**src/rtl/even_odd_tx.sv**
```systemverilog
// Serial frame transmitter: start bit, DATA_W payload bits LSB first, even/odd
// parity bit, stop bit. Back-to-back frames are accepted during the stop bit.
module even_odd_tx #(
  parameter int DATA_W = 8
) (
  input  logic              clk,
  input  logic              rst,
  input  logic              start,
  input  logic [DATA_W-1:0] data,
  input  logic              par_mode,
  output logic              out,
  output logic              busy,
  output logic              done
);

  localparam int CNT_W = $clog2(DATA_W) + 1;
  localparam logic [CNT_W-1:0] LAST_BIT = CNT_W'(DATA_W - 1);

  typedef enum logic [2:0] {
    IDLE,
    START,
    DATA,
    PARITY,
    STOP
  } state_t;

  state_t            state, state_next;
  logic [DATA_W-1:0] shreg, shreg_next;
  logic [CNT_W-1:0]  cnt, cnt_next;
  logic              par_bit, par_bit_next;
  logic              out_next;

  // out is registered alongside the state so it reflects the state entered
  // on the same edge (start seen at edge N gives out=0 right after edge N).
  always_ff @(posedge clk or posedge rst) begin
    if (rst) begin
      state   <= IDLE;
      shreg   <= '0;
      cnt     <= '0;
      par_bit <= 1'b0;
      out     <= 1'b1;
    end else begin
      state   <= state_next;
      shreg   <= shreg_next;
      cnt     <= cnt_next;
      par_bit <= par_bit_next;
      out     <= out_next;
    end
  end

  always_comb begin
    state_next   = state;
    shreg_next   = shreg;
    cnt_next     = cnt;
    par_bit_next = par_bit;
    out_next     = 1'b1;
    case (state)
      IDLE: begin
        if (start) begin
          state_next   = START;
          shreg_next   = data;
          par_bit_next = (^data) ^ par_mode;
          out_next     = 1'b0;
        end
      end
      START: begin
        state_next = DATA;
        cnt_next   = '0;
        out_next   = shreg[0];
        shreg_next = shreg >> 1;
      end
      DATA: begin
        if (cnt == LAST_BIT) begin
          state_next = PARITY;
          out_next   = par_bit;
        end else begin
          cnt_next   = cnt + CNT_W'(1);
          out_next   = shreg[0];
          shreg_next = shreg >> 1;
        end
      end
      PARITY: begin
        state_next = STOP;
        out_next   = 1'b1;
      end
      STOP: begin
        if (start) begin
          state_next   = START;
          shreg_next   = data;
          par_bit_next = (^data) ^ par_mode;
          out_next     = 1'b0;
        end else begin
          state_next = IDLE;
          out_next   = 1'b1;
        end
      end
      default: begin
        state_next = IDLE;
        out_next   = 1'b1;
      end
    endcase
  end

  assign busy = (state != IDLE);
  assign done = (state == STOP);

endmodule

```
**config.mk**
```make
export PLATFORM = sky130hd
export DESIGN_NAME = even_odd_tx
export DESIGN_NICKNAME = d
export VERILOG_FILES = /design/src/rtl/even_odd_tx.sv
export SDC_FILE = /design/constraint.sdc
export NUM_CORES = 1
export LEC_CHECK = 0
export ABC_AREA = 1
export ABC_CLOCK_PERIOD_IN_PS = 1600
export CORE_MARGIN = 1
export CORE_UTILIZATION = 39
export CTS_CLUSTER_SIZE = 12
export DETAILED_ROUTE_END_ITERATION = 7
export HOLD_SLACK_MARGIN = 0.12
export PLACE_DENSITY_LB_ADDON = 0.25
export SLEW_MARGIN = 10
export SYNTH_ARGS = -nofsm -noshare
export SYNTH_HDL_FRONTEND = slang
export SYNTH_SLANG_ARGS = --single-unit
```
**constraint.sdc**
```tcl
create_clock -name clk -period 1.6 [get_ports clk]
set_clock_uncertainty 0.2 [all_clocks]
set_input_delay 0.32 -clock clk [delete_from_list [all_inputs] [get_ports clk]]
set_output_delay 0.32 -clock clk [all_outputs]
set_load 0.02 [all_outputs]
```
==> results.cfg <==
[run_status]
status = finished with violations
failed_checks = negative setup slack

[worst_setup_path]
critPathMaxStageDelay_ps = 430
crit_path_cells = buf_6, nor2_2, inv_2, buf_6
critical_path_buffers_and_inverters = 3
critPathArrivalTime_ps = 1120
critPathSlowestCell = sky130_fd_sc_hd__dfrtp_1
critPathTopFamily = flip-flops
critPathMaxFanout = 2
type_of_element_capturing_the_critical_path = primary output
critPathRequiredTime_ps = 1080
crit_path_start_kind = register
timing.critical_path.mode_cell = sky130_fd_sc_hd__buf_6
cp_class = reg -> out

[timing]
timing.final.crit_period_ps = 1640
max_slew_margin_pct = 78.9
final_critical_path_setup_slack_ps = -42.9
fmax_mhz = 609
max_slew.worst_pin.slew_ps = 313
post-route-period-util_pct = 103
slew_violations = 0
timing.final.hold_violations = 0
rsz0062_at_grt = true
setup_viol = 3

[die]
boundaryPins = 15
fp.dieH_um = 54.8
die_area_mm2 = 0.00300
core_area_mm2 = 0.00254
starting_density_of_the_core_pct = 42.7
die_w_um = 54.8
row_count = 18

[placed_design]
placed_area_mm2 = 0.00140
numPortBuffers = 14
post-place-ws_ps = -164
post-dp-hpwl_um = 1650
gp_routability_congestion = 0.738
placed_cells = 200

[synthesis]
synth_largest_area_cell = sky130_fd_sc_hd__dfrtp_1
yosysWarnings = 0
syn_area_per_cell_um2 = 7.94
synthDominantCellAreaShare_pct = 36.8
ys_top_cells_by_area = sky130_fd_sc_hd__dfrtp_1 37%, sky130_fd_sc_hd__nand2_1 12%, sky130_fd_sc_hd__inv_1 7.6%
postSynthNetCount = 150
ys_types = 27
ys_ff_latch = 17
ys_seq_area_share_pct = 39.2
syn-instance-count = 137
synthesis.area_mm2 = 0.00109

[detailed_routing]
detailedRoute.firstPassIterationCount = 4
postRouteAntennaNets = 0
drcViolationCount = 0
route.detailed.vias_per_inst = 4.71
via_count = 998
dr.first_iter.drc_count = 11
wire_per_inst_um = 11.4
drt-total-wl_um = 2420

[global_route]
grt_max_degree = 18
antenna_found_initial = 0
global_route.usage.total_pct = 19.1
first_global_vias = 953
grt_pass1_wl_um = 4010
grt-ovfl-total = 0

[cts]
cts_h_tree_lvls = 1
cts_made_buffers = 3
tritoncts = built
cts-root-to-sink-buffers = 2
clk_pin_slew_worst_setup_hold_paths_ps = 90
numClockSinks = 17
cts_hold_buffers = 0
clkLatencyLatePin_ps = 290
ctsRootBufferMaster = sky130_fd_sc_hd__clkbuf_4

[power]
power-per-cell-area_mw_per_mm2 = 1830
static-leakage-power_nw = 0.803
ir_worst_vdd_mv = 1.16
report.power.total_mw = 2.92

[layout]
antenna_cells_inserted = 0
final-instance-count-excl-fill = 212
drive_gt1_share_pct = 44.5
fillerInstances = 241
area_growth_pct = 46.7
non_filler_cell_area_final_mm2 = 0.00160
utilization_pct = 62.7
nNetsFinal = 196

[worst_hold_path]
timing.hold.worst.class = in -> async

[job]
drv_cap = 0
-- through the flow --
stage | TNS [ps] | hold WS (ps)
after floorplan | 0 | 45.3
after global placement | -528 | 241
after detailed placement | -781 | 242
after CTS | -88.9 | 127
after global routing | -837 | 174
final | -54.5 | 124
-- area by class of cell --
class	count	area, um2	area share (%)
Timing Repair inverter	1	8.76	0.549
Timing Repair Buffer	42	359	22.5
Clock buffer	4	26.3	1.65
Inverter	27	114	7.14
Multi-Input combinational cell	91	622	39.0
Tap cell	30	37.5	2.35
Sequential cell	17	428	26.8
-- layout by cell type, fill, tap and decap left out --
cell / count
sky130_fd_sc_hd__nand3_2: 1
sky130_fd_sc_hd__nand2_8: 1
sky130_fd_sc_hd__o21ai_1: 1
sky130_fd_sc_hd__inv_6: 1
sky130_fd_sc_hd__nand3_4: 3
sky130_fd_sc_hd__inv_2: 7
sky130_fd_sc_hd__xnor2_1: 2
sky130_fd_sc_hd__nand2_4: 3
sky130_fd_sc_hd__nor2_2: 2
sky130_fd_sc_hd__nor3_1: 1
sky130_fd_sc_hd__dfrtp_1: 15
sky130_fd_sc_hd__o211ai_1: 1
sky130_fd_sc_hd__xor2_1: 2
sky130_fd_sc_hd__nand3_1: 8
sky130_fd_sc_hd__o31ai_4: 1
sky130_fd_sc_hd__buf_4: 25
sky130_fd_sc_hd__clkdlybuf4s50_1: 11
sky130_fd_sc_hd__dfstp_2: 1
sky130_fd_sc_hd__a21oi_2: 1
sky130_fd_sc_hd__dfrtp_2: 1
sky130_fd_sc_hd__nand2_2: 8
sky130_fd_sc_hd__o22ai_2: 1
sky130_fd_sc_hd__nand2_1: 29
sky130_fd_sc_hd__clkbuf_4: 3
sky130_fd_sc_hd__o21ai_2: 8
sky130_fd_sc_hd__o31ai_2: 1
sky130_fd_sc_hd__a21oi_1: 2
sky130_fd_sc_hd__o21ai_0: 7
sky130_fd_sc_hd__ha_2: 1
sky130_fd_sc_hd__clkinv_4: 1
sky130_fd_sc_hd__inv_8: 1
sky130_fd_sc_hd__nor2_1: 3
sky130_fd_sc_hd__clkbuf_1: 1
sky130_fd_sc_hd__nor2_4: 4
sky130_fd_sc_hd__inv_1: 18
sky130_fd_sc_hd__buf_6: 5
sky130_fd_sc_hd__buf_2: 1
-- worst reg2reg max path, cell delays in order, from the launching register on --
cell and delay (ps):
sky130_fd_sc_hd__dfrtp_1 370, sky130_fd_sc_hd__ha_2 200, sky130_fd_sc_hd__nand2_2 80, sky130_fd_sc_hd__nor2_4 170, sky130_fd_sc_hd__nor2_4 50, sky130_fd_sc_hd__nor2_4 200, sky130_fd_sc_hd__inv_2 60, sky130_fd_sc_hd__a21oi_2 120
sky130_fd_sc_hd__nor2_1 50
-- state kept, by name (all words and copies together), names as in the netlist --
| register | count |
|---|---|
| shreg | 8 |
| cnt | 4 |
| state | 3 |
| out | 1 |
| par_bit | 1 |
-- where the power goes --
group | internal (mW) | total, mW | switching [mW]
sequential | 0.613 | 0.702 | 0.0886
clock | 0.0970 | 0.228 | 0.132
combinational | 0.863 | 1.99 | 1.13
-- routing by layer --
metal / vias to the layer above / GRT usage, % / routed length, um
met5: - / 0 / 0
met4: 0 / 3.85 / 15
met3: 2 / 5.83 / 48
met2: 7 / 32.9 / 1300
met1: 471 / 23.0 / 1060
li1: 518 / - / -
-- repair_timing --
action | CTS | global route
resized for setup | 17 | 31
buffers inserted | 2 | 6
setup endpoints to repair | 8 | 17
cloned | 1 | 0
pin swaps | 0 | 9
-- Yosys cell counts --
cell type / count
sky130_fd_sc_hd__nor2_1: 5
sky130_fd_sc_hd__buf_12: 1
sky130_fd_sc_hd__nand3_1: 9
sky130_fd_sc_hd__a21oi_1: 3
sky130_fd_sc_hd__xor2_1: 2
sky130_fd_sc_hd__buf_2: 1
sky130_fd_sc_hd__o31ai_1: 2
sky130_fd_sc_hd__inv_1: 22
sky130_fd_sc_hd__nor3_1: 1
sky130_fd_sc_hd__dfstp_2: 1
sky130_fd_sc_hd__nor2_2: 2
sky130_fd_sc_hd__nand2_2: 2
sky130_fd_sc_hd__o22ai_1: 1
sky130_fd_sc_hd__dfrtp_1: 16
sky130_fd_sc_hd__nand3_2: 2
sky130_fd_sc_hd__xnor2_1: 2
sky130_fd_sc_hd__o211ai_1: 1
sky130_fd_sc_hd__inv_2: 3
sky130_fd_sc_hd__nor2_4: 2
sky130_fd_sc_hd__ha_1: 1
sky130_fd_sc_hd__nand3_4: 1
sky130_fd_sc_hd__o21ai_2: 8
sky130_fd_sc_hd__nand2_1: 36
sky130_fd_sc_hd__inv_6: 1
sky130_fd_sc_hd__o21ai_0: 8
sky130_fd_sc_hd__nand2_4: 3
sky130_fd_sc_hd__clkinv_4: 1
-- final timing paths --
| path | startpoint | cells after the start | slack [ps] | to |
|---|---|---|---|---|
| worst max-delay path | state[1] | 4 | -40 | busy |
| worst min-delay path | rst | 3 | 120 | state[1] |
| worst max register to register | cnt[0] | 8 | -10 | cnt[2] |
| worst min register to register | state[2] | 1 | 250 | state[2] |
| max in group asynchronous | rst | 3 | 820 | out |
| min in group clk | state[2] | 1 | 250 | state[2] |
-- logic make-up after synthesis --
group / share of synthesized area [%]
AOI/OAI and AO/OA: 14.2
and+or+nand+nor: 29.7
DFF: 39.2
buffers and inverters: 12.5
xor gates and xnor gates: 3.22
adders and majority gates: 1.15
Power figures use the tool's default switching activity.
